[config.mk]
export PLATFORM = sky130hd
export DESIGN_NAME = msg_fifo_unloader
export DESIGN_NICKNAME = d
export VERILOG_FILES = /design/src/rtl/msg_fifo_unloader_pkg.sv /design/src/rtl/msg_fifo_unloader_word_skid_buf.sv /design/src/rtl/msg_fifo_unloader.sv
export SDC_FILE = /design/constraint.sdc
export NUM_CORES = 1
export LEC_CHECK = 0
export CAP_MARGIN = 15
export CELL_PAD_IN_SITES_DETAIL_PLACEMENT = 1
export CELL_PAD_IN_SITES_GLOBAL_PLACEMENT = 2
export CORE_ASPECT_RATIO = 0.8
export CORE_UTILIZATION = 38
export DETAILED_ROUTE_END_ITERATION = 10
export GPL_ROUTABILITY_DRIVEN = 0
export PLACE_DENSITY = 0.89
export SYNTH_ARGS = -nofsm -noshare
export SYNTH_HDL_FRONTEND = slang
export SYNTH_SLANG_ARGS = --single-unit
[constraint.sdc]
create_clock -name RX_CLK -period 6.9 [get_ports RX_CLK]
set_input_delay 2.07 -clock RX_CLK [delete_from_list [all_inputs] [get_ports RX_CLK]]
set_output_delay 2.07 -clock RX_CLK [all_outputs]
set_load 0.005 [all_outputs]
[src/rtl/msg_fifo_unloader_pkg.sv]
// Shared types and sizes for the receive-side message FIFO unloader.
package msg_fifo_unloader_pkg;

  localparam int unsigned WORD_W     = 16;
  localparam int unsigned LEN_W      = 8;
  localparam int unsigned DATA_DEPTH = 512;
  localparam int unsigned ENTRY_W    = WORD_W + 2;

  typedef enum logic [2:0] {
    IDLE     = 3'd0,
    POP_LEN  = 3'd1,
    LOAD_LEN = 3'd2,
    STREAM   = 3'd3,
    DRAIN    = 3'd4
  } state_e;

  typedef struct packed {
    logic [WORD_W-1:0] data;
    logic              sop;
    logic              eop;
  } tx_word_t;

endpackage

[src/rtl/msg_fifo_unloader_word_skid_buf.sv]
// Two-entry output buffer holding message words with their sop/eop tags.
module msg_fifo_unloader_word_skid_buf
  import msg_fifo_unloader_pkg::*;
(
  input  logic       clk,
  input  logic       rst_n,
  input  logic       wr_i,
  input  tx_word_t   wdata_i,
  input  logic       rd_i,
  output tx_word_t   rdata_o,
  output logic [1:0] occupancy_o
);

  tx_word_t   mem_q [2];
  logic       wr_ptr_q;
  logic       rd_ptr_q;
  logic [1:0] cnt_q;
  logic       do_wr;
  logic       do_rd;

  // A write into a full buffer is only taken when a pop frees a slot the same cycle.
  assign do_rd = rd_i && (cnt_q != 2'd0);
  assign do_wr = wr_i && ((cnt_q != 2'd2) || do_rd);

  always_ff @(posedge clk or negedge rst_n) begin
    if (!rst_n) begin
      mem_q[0] <= '0;
      mem_q[1] <= '0;
      wr_ptr_q <= 1'b0;
      rd_ptr_q <= 1'b0;
      cnt_q    <= 2'd0;
    end else begin
      if (do_wr) begin
        mem_q[wr_ptr_q] <= wdata_i;
        wr_ptr_q        <= ~wr_ptr_q;
      end
      if (do_rd) begin
        rd_ptr_q <= ~rd_ptr_q;
      end
      cnt_q <= cnt_q + 2'(do_wr) - 2'(do_rd);
    end
  end

  assign rdata_o     = mem_q[rd_ptr_q];
  assign occupancy_o = cnt_q;

endmodule

[src/rtl/msg_fifo_unloader.sv]
// Pops one length per message from the length FIFO, drains that many words from
// the data FIFO and presents them on a valid/ready stream with sop/eop markers.
module msg_fifo_unloader
  import msg_fifo_unloader_pkg::*;
#(
  parameter int unsigned TIMEOUT = 1023,
  parameter int unsigned TO_W    = 10
) (
  input  logic              RST,
  input  logic              RX_CLK,
  input  logic              LEN_EMPTY,
  input  logic [LEN_W-1:0]  LEN_Q,
  output logic              LEN_RDREQ,
  input  logic              DATA_EMPTY,
  input  logic [WORD_W-1:0] DATA_Q,
  output logic              DATA_RDREQ,
  input  logic              TX_READY,
  output logic              TX_VALID,
  output logic [WORD_W-1:0] TX_DATA,
  output logic              TX_SOP,
  output logic              TX_EOP,
  output logic [7:0]        MSG_COUNT,
  output logic              ERR_LEN,
  output logic              ERR_UNDERRUN,
  output logic [2:0]        state_mon
);

  state_e            state_q;
  logic [LEN_W-1:0]  words_left_q;
  logic              sop_pending_q;
  logic              inflight_q;
  logic              infl_sop_q;
  logic              infl_eop_q;
  logic [TO_W-1:0]   to_q;
  logic              len_rdreq_q;
  logic [7:0]        msg_count_q;
  logic              err_len_q;
  logic              err_underrun_q;

  tx_word_t          head;
  tx_word_t          wdata;
  logic [1:0]        occ;
  logic [2:0]        level;
  logic              pop;
  logic              fetch;
  logic              stalled;
  logic              abort;
  logic              buf_wr;

  assign TX_VALID = (occ != 2'd0);
  assign pop      = TX_VALID && TX_READY;

  // Level counts the slot freed by this cycle's pop so a steady stream runs at one word per cycle.
  assign level   = 3'(occ) + 3'(inflight_q) - 3'(pop);
  assign fetch   = (state_q == STREAM) && !DATA_EMPTY && (words_left_q != '0) && (level < 3'd2);
  assign stalled = (state_q == STREAM) && (words_left_q != '0) && DATA_EMPTY;
  assign abort   = stalled && (to_q == TO_W'(TIMEOUT - 32'd1));
  assign buf_wr  = inflight_q && !abort;
  assign wdata   = {DATA_Q, infl_sop_q, infl_eop_q};

  msg_fifo_unloader_word_skid_buf u_buf (
    .clk         (RX_CLK),
    .rst_n       (RST),
    .wr_i        (buf_wr),
    .wdata_i     (wdata),
    .rd_i        (pop),
    .rdata_o     (head),
    .occupancy_o (occ)
  );

  // Message sequencing, fetch bookkeeping, timeout and status counters.
  always_ff @(posedge RX_CLK or negedge RST) begin
    if (!RST) begin
      state_q        <= IDLE;
      words_left_q   <= '0;
      sop_pending_q  <= 1'b0;
      inflight_q     <= 1'b0;
      infl_sop_q     <= 1'b0;
      infl_eop_q     <= 1'b0;
      to_q           <= '0;
      len_rdreq_q    <= 1'b0;
      msg_count_q    <= 8'd0;
      err_len_q      <= 1'b0;
      err_underrun_q <= 1'b0;
    end else begin
      len_rdreq_q    <= 1'b0;
      err_len_q      <= 1'b0;
      err_underrun_q <= 1'b0;
      inflight_q     <= fetch;
      infl_sop_q     <= fetch && sop_pending_q;
      infl_eop_q     <= fetch && (words_left_q == LEN_W'(1));
      if (stalled && !abort) begin
        to_q <= to_q + TO_W'(1);
      end else begin
        to_q <= '0;
      end
      if (fetch) begin
        words_left_q  <= words_left_q - LEN_W'(1);
        sop_pending_q <= 1'b0;
      end

      unique case (state_q)
        IDLE: begin
          // Leftover words of an aborted message drain before the next length is popped.
          if (!LEN_EMPTY && (occ == 2'd0)) begin
            len_rdreq_q <= 1'b1;
            state_q     <= POP_LEN;
          end
        end
        POP_LEN: begin
          state_q <= LOAD_LEN;
        end
        LOAD_LEN: begin
          words_left_q  <= LEN_Q;
          sop_pending_q <= 1'b1;
          if (LEN_Q == '0) begin
            err_len_q <= 1'b1;
            state_q   <= IDLE;
          end else begin
            state_q <= STREAM;
          end
        end
        STREAM: begin
          if (abort) begin
            words_left_q   <= '0;
            sop_pending_q  <= 1'b0;
            err_underrun_q <= 1'b1;
            state_q        <= IDLE;
          end else if (fetch && (words_left_q == LEN_W'(1))) begin
            state_q <= DRAIN;
          end
        end
        DRAIN: begin
          if (pop && head.eop) begin
            msg_count_q <= msg_count_q + 8'd1;
            state_q     <= IDLE;
          end
        end
        default: begin
          state_q <= IDLE;
        end
      endcase
    end
  end

  assign LEN_RDREQ    = len_rdreq_q;
  assign DATA_RDREQ   = fetch;
  assign TX_DATA      = head.data;
  assign TX_SOP       = head.sop;
  assign TX_EOP       = head.eop;
  assign MSG_COUNT    = msg_count_q;
  assign ERR_LEN      = err_len_q;
  assign ERR_UNDERRUN = err_underrun_q;
  assign state_mon    = state_q;

endmodule

==> results.toml <==
[clock_tree]
cts_num_sinks = 76
cts_root_buffer = "clkbuf_16"
cts_inserted_buffers = 9
tritoncts = "built"
htree_levels = 3
clock_latency_ns = 0.34
clk_pin_slew_ns = 0.06
clockBufferDepth = 2

[yosys]
netlist.top_cell.by_area = "dfrtp_1"
async_flop_share_pct = 100
ys.warnings.count = 0
synth-seq-cells = 76
synth.top_cells.by_area = "dfrtp_1, mux2_2, mux2_4, xnor2_1, ha_1"
avgSynthCellArea_um2 = 12.5
synth_top_area_share_pct = 51.1
synth_edf_count = 0
synth_most_common_cell = "dfrtp_1"
ys_types = 48
yosysSeqAreaShare_pct = 51.1
synth_ff_type = "dfrtp_1"
syn_nets = 335
synth_cells = 297
synthesis.area_um2 = 3720
synthTopCellsByCount = "dfrtp_1, mux2_2, mux2_4, nand2_1, nor2_1"

[grt]
grt-ovfl-total = 0
antenna_found_initial = 0
grt_pass1_vias = 2783
grt_pass1_wl_um = 14600
grt_max_degree = 77
grt_use_total_pct = 18.5

[placement]
dp_hpwl_um = 5890
portBuffers = 62
dp_worst_setup_slack_ns = 0.0259

[layout]
final_net_count = 404
multiInputGateArea_um2 = 1710
nFillCells = 965
final_util_pct = 51.5
n_antenna_cell = 0
area_growth_pct = 28.3
drive_above_1_share_pct = 23.2
seqCellArea_um2 = 1900

[die]
dieArea_um2 = 10200
die_x_um = 113
rows = 31
design.core.area_um2 = 9270
dieHeight_um = 90.5
initial_utilization_pct = 40.2
num_io_pins = 63

[timing]
fin_ws_ns = 0.152
max_freq_mhz = 148
holdWs_ns = 0.466
maxSlewHeadroom_pct = 22.8
fin_setup_tns_ns = 0
hold_viol = 0
fin_crit_ns = 6.75
finClkSkew_ns = 0.00727
tightest_slew_ns = 1.16
slew_viol_final = 0
finalSetupViolations = 0
period_share_pct = 97.8

[route]
drtIter0Drc = 120
drtAntennaViolNets = 0
wire_per_inst_um = 17.6
vias_per_cell = 5.22
vias = 2538
drt-total-wl_um = 8580
drtPass1Iterations = 4
route.detailed.drc = 0

[setup_path]
r2r_setup_slack_ns = 4.00
path_cells = "clkdlybuf4s50_1 -> o21ai_2 -> inv_1 -> ha_1 -> inv_1 -> nand2_1 -> fa_1 -> nor2b_4 -> and4_4 -> nand2_1 -> inv_1 -> clkdlybuf4s50_1"
critPathArrivalTime_ns = 4.68
cpMaxStageDelayCell = "fa_1"
crit_path_start_kind = "input pin"
r2r_start = "u_buf.occupancy_o[1]"
crit_type = "input pin to output port"
slowest_delay_ns = 0.52
crit_path_frequent_cell = "inv_1"
end_kind = "output port"
ff2ff_path_depth = 12
r2r_end = "words_left_q[7]"
path_max_fanout = 2
crit_required_ns = 4.83
cp.buffers_inverters = 5
crit_family = "buffers and inverters"

[run]
max_cap_violations = 0

[power_and_ir_drop]
p_sw_mw = 0.605
p_seq_share_pct = 36.7
p_int_mw = 1.36
comb_power_share_pct = 37.0
p_per_area_nw_per_um2 = 412
switching_share_pct = 30.8
max-vdd-ir-drop_v = 0.000191
pwr-share-clk_pct = 26.2
leakagePower_nw = 2.12

[run_status]
run_status = "finished, final reports clean"

[min_path]
min_from = "MSG_COUNT[7]"
min_to = "MSG_COUNT[7]"
worstHoldPathCells = 1
hold_class = "flip-flop to flip-flop"
cell families after synthesis:
| family | synth area share (%) |
|---|---|
| xor gates and xnor gates | 5.18 |
| adders and majority gates | 3.23 |
| AOI/OAI and AO/OA | 4.10 |
| and+or+nand+nor | 13.8 |
| DFF | 51.1 |
| muxes | 19.2 |
| buffers and inverters | 3.36 |
how the worst max path moves through the flow:
| stage | endpoint | cells past startpoint | start | slack (ns) |
|---|---|---|---|---|
| 4_1_cts | DATA_RDREQ | 12 | TX_READY | 0.006 |
| 6_report | DATA_RDREQ | 12 | TX_READY | 0.15 |
| 5_1_grt | DATA_RDREQ | 12 | TX_READY | -0.004 |
| 3_5_place_dp | DATA_RDREQ | 12 | TX_READY | 0.03 |
| 3_3_place_gp | DATA_RDREQ | 12 | TX_READY | 0.16 |
| 2_1_floorplan | DATA_RDREQ | 10 | TX_READY | 0.99 |
power groups by stage:
stage	clock network [mW]	registers, mW	logic (mW)
2_1_floorplan	0	0.661	0.481
3_3_place_gp	0	0.713	0.696
3_5_place_dp	0	0.728	0.719
4_1_cts	0.526	0.722	0.724
5_1_grt	0.545	0.745	0.796
6_report	0.516	0.722	0.728
registers in the layout, summed over array words and instances (netlist names):
register,cells
ERR_UNDERRUN,1
state_mon,3
infl_eop_q,1
LEN_RDREQ,1
u_buf.mem_q,36
sop_pending_q,1
inflight_q,1
u_buf.rd_ptr_q,1
ERR_LEN,1
u_buf.wr_ptr_q,1
words_left_q,8
to_q,10
u_buf.occupancy_o,2
infl_sop_q,1
MSG_COUNT,8
final cells by class:
type / count / area share (%)
tap: 115 / 3.01
clock inverter: 5 / 1.73
multi-input combinational: 201 / 35.8
clock buffer: 11 / 5.08
timing repair buffer: 67 / 13.7
sequential: 76 / 39.8
inverter: 11 / 0.864
per-layer routing:
metal	vias to the layer above	part of all wire, %	GRT usage, %
li1	1186	-	-
met5	-	0	0
met4	0	0.89	4.33
met1	1288	47	24.2
met3	8	4.3	5.03
met2	56	48	30.3
per-stage QoR:
stage,std cells,total power [mW],instance area [um^2]
after floorplan,297,1.14,3720
after global placement,469,1.41,4430
after detailed placement,469,1.45,4430
after CTS,485,1.97,4760
after global routing,486,2.09,4780
final,486,1.97,4780
timing repair:
item / 4_1_cts / 5_1_grt
gates resized for setup: 0 / 5
endpoints found under the setup margin: 0 / 1
hold endpoints to repair: 0 / 0
setup buffers: 0 / 1
hold buffers: 0 / 0
cells in the final DEF (no fill, tap or decap), types with 9 or more instances in the layout:
cell type        instances
xor2_1                   9
xnor2_1                 13
nand2_1                 20
mux2_4                  20
dfrtp_1                 76
clkdlybuf4s50_1         61
mux2_2                  35
nor2_1                  20
inv_1                   11
clkbuf_16                9
o21ai_0                  9
No activity file was read; power rests on OpenSTA's default activity.
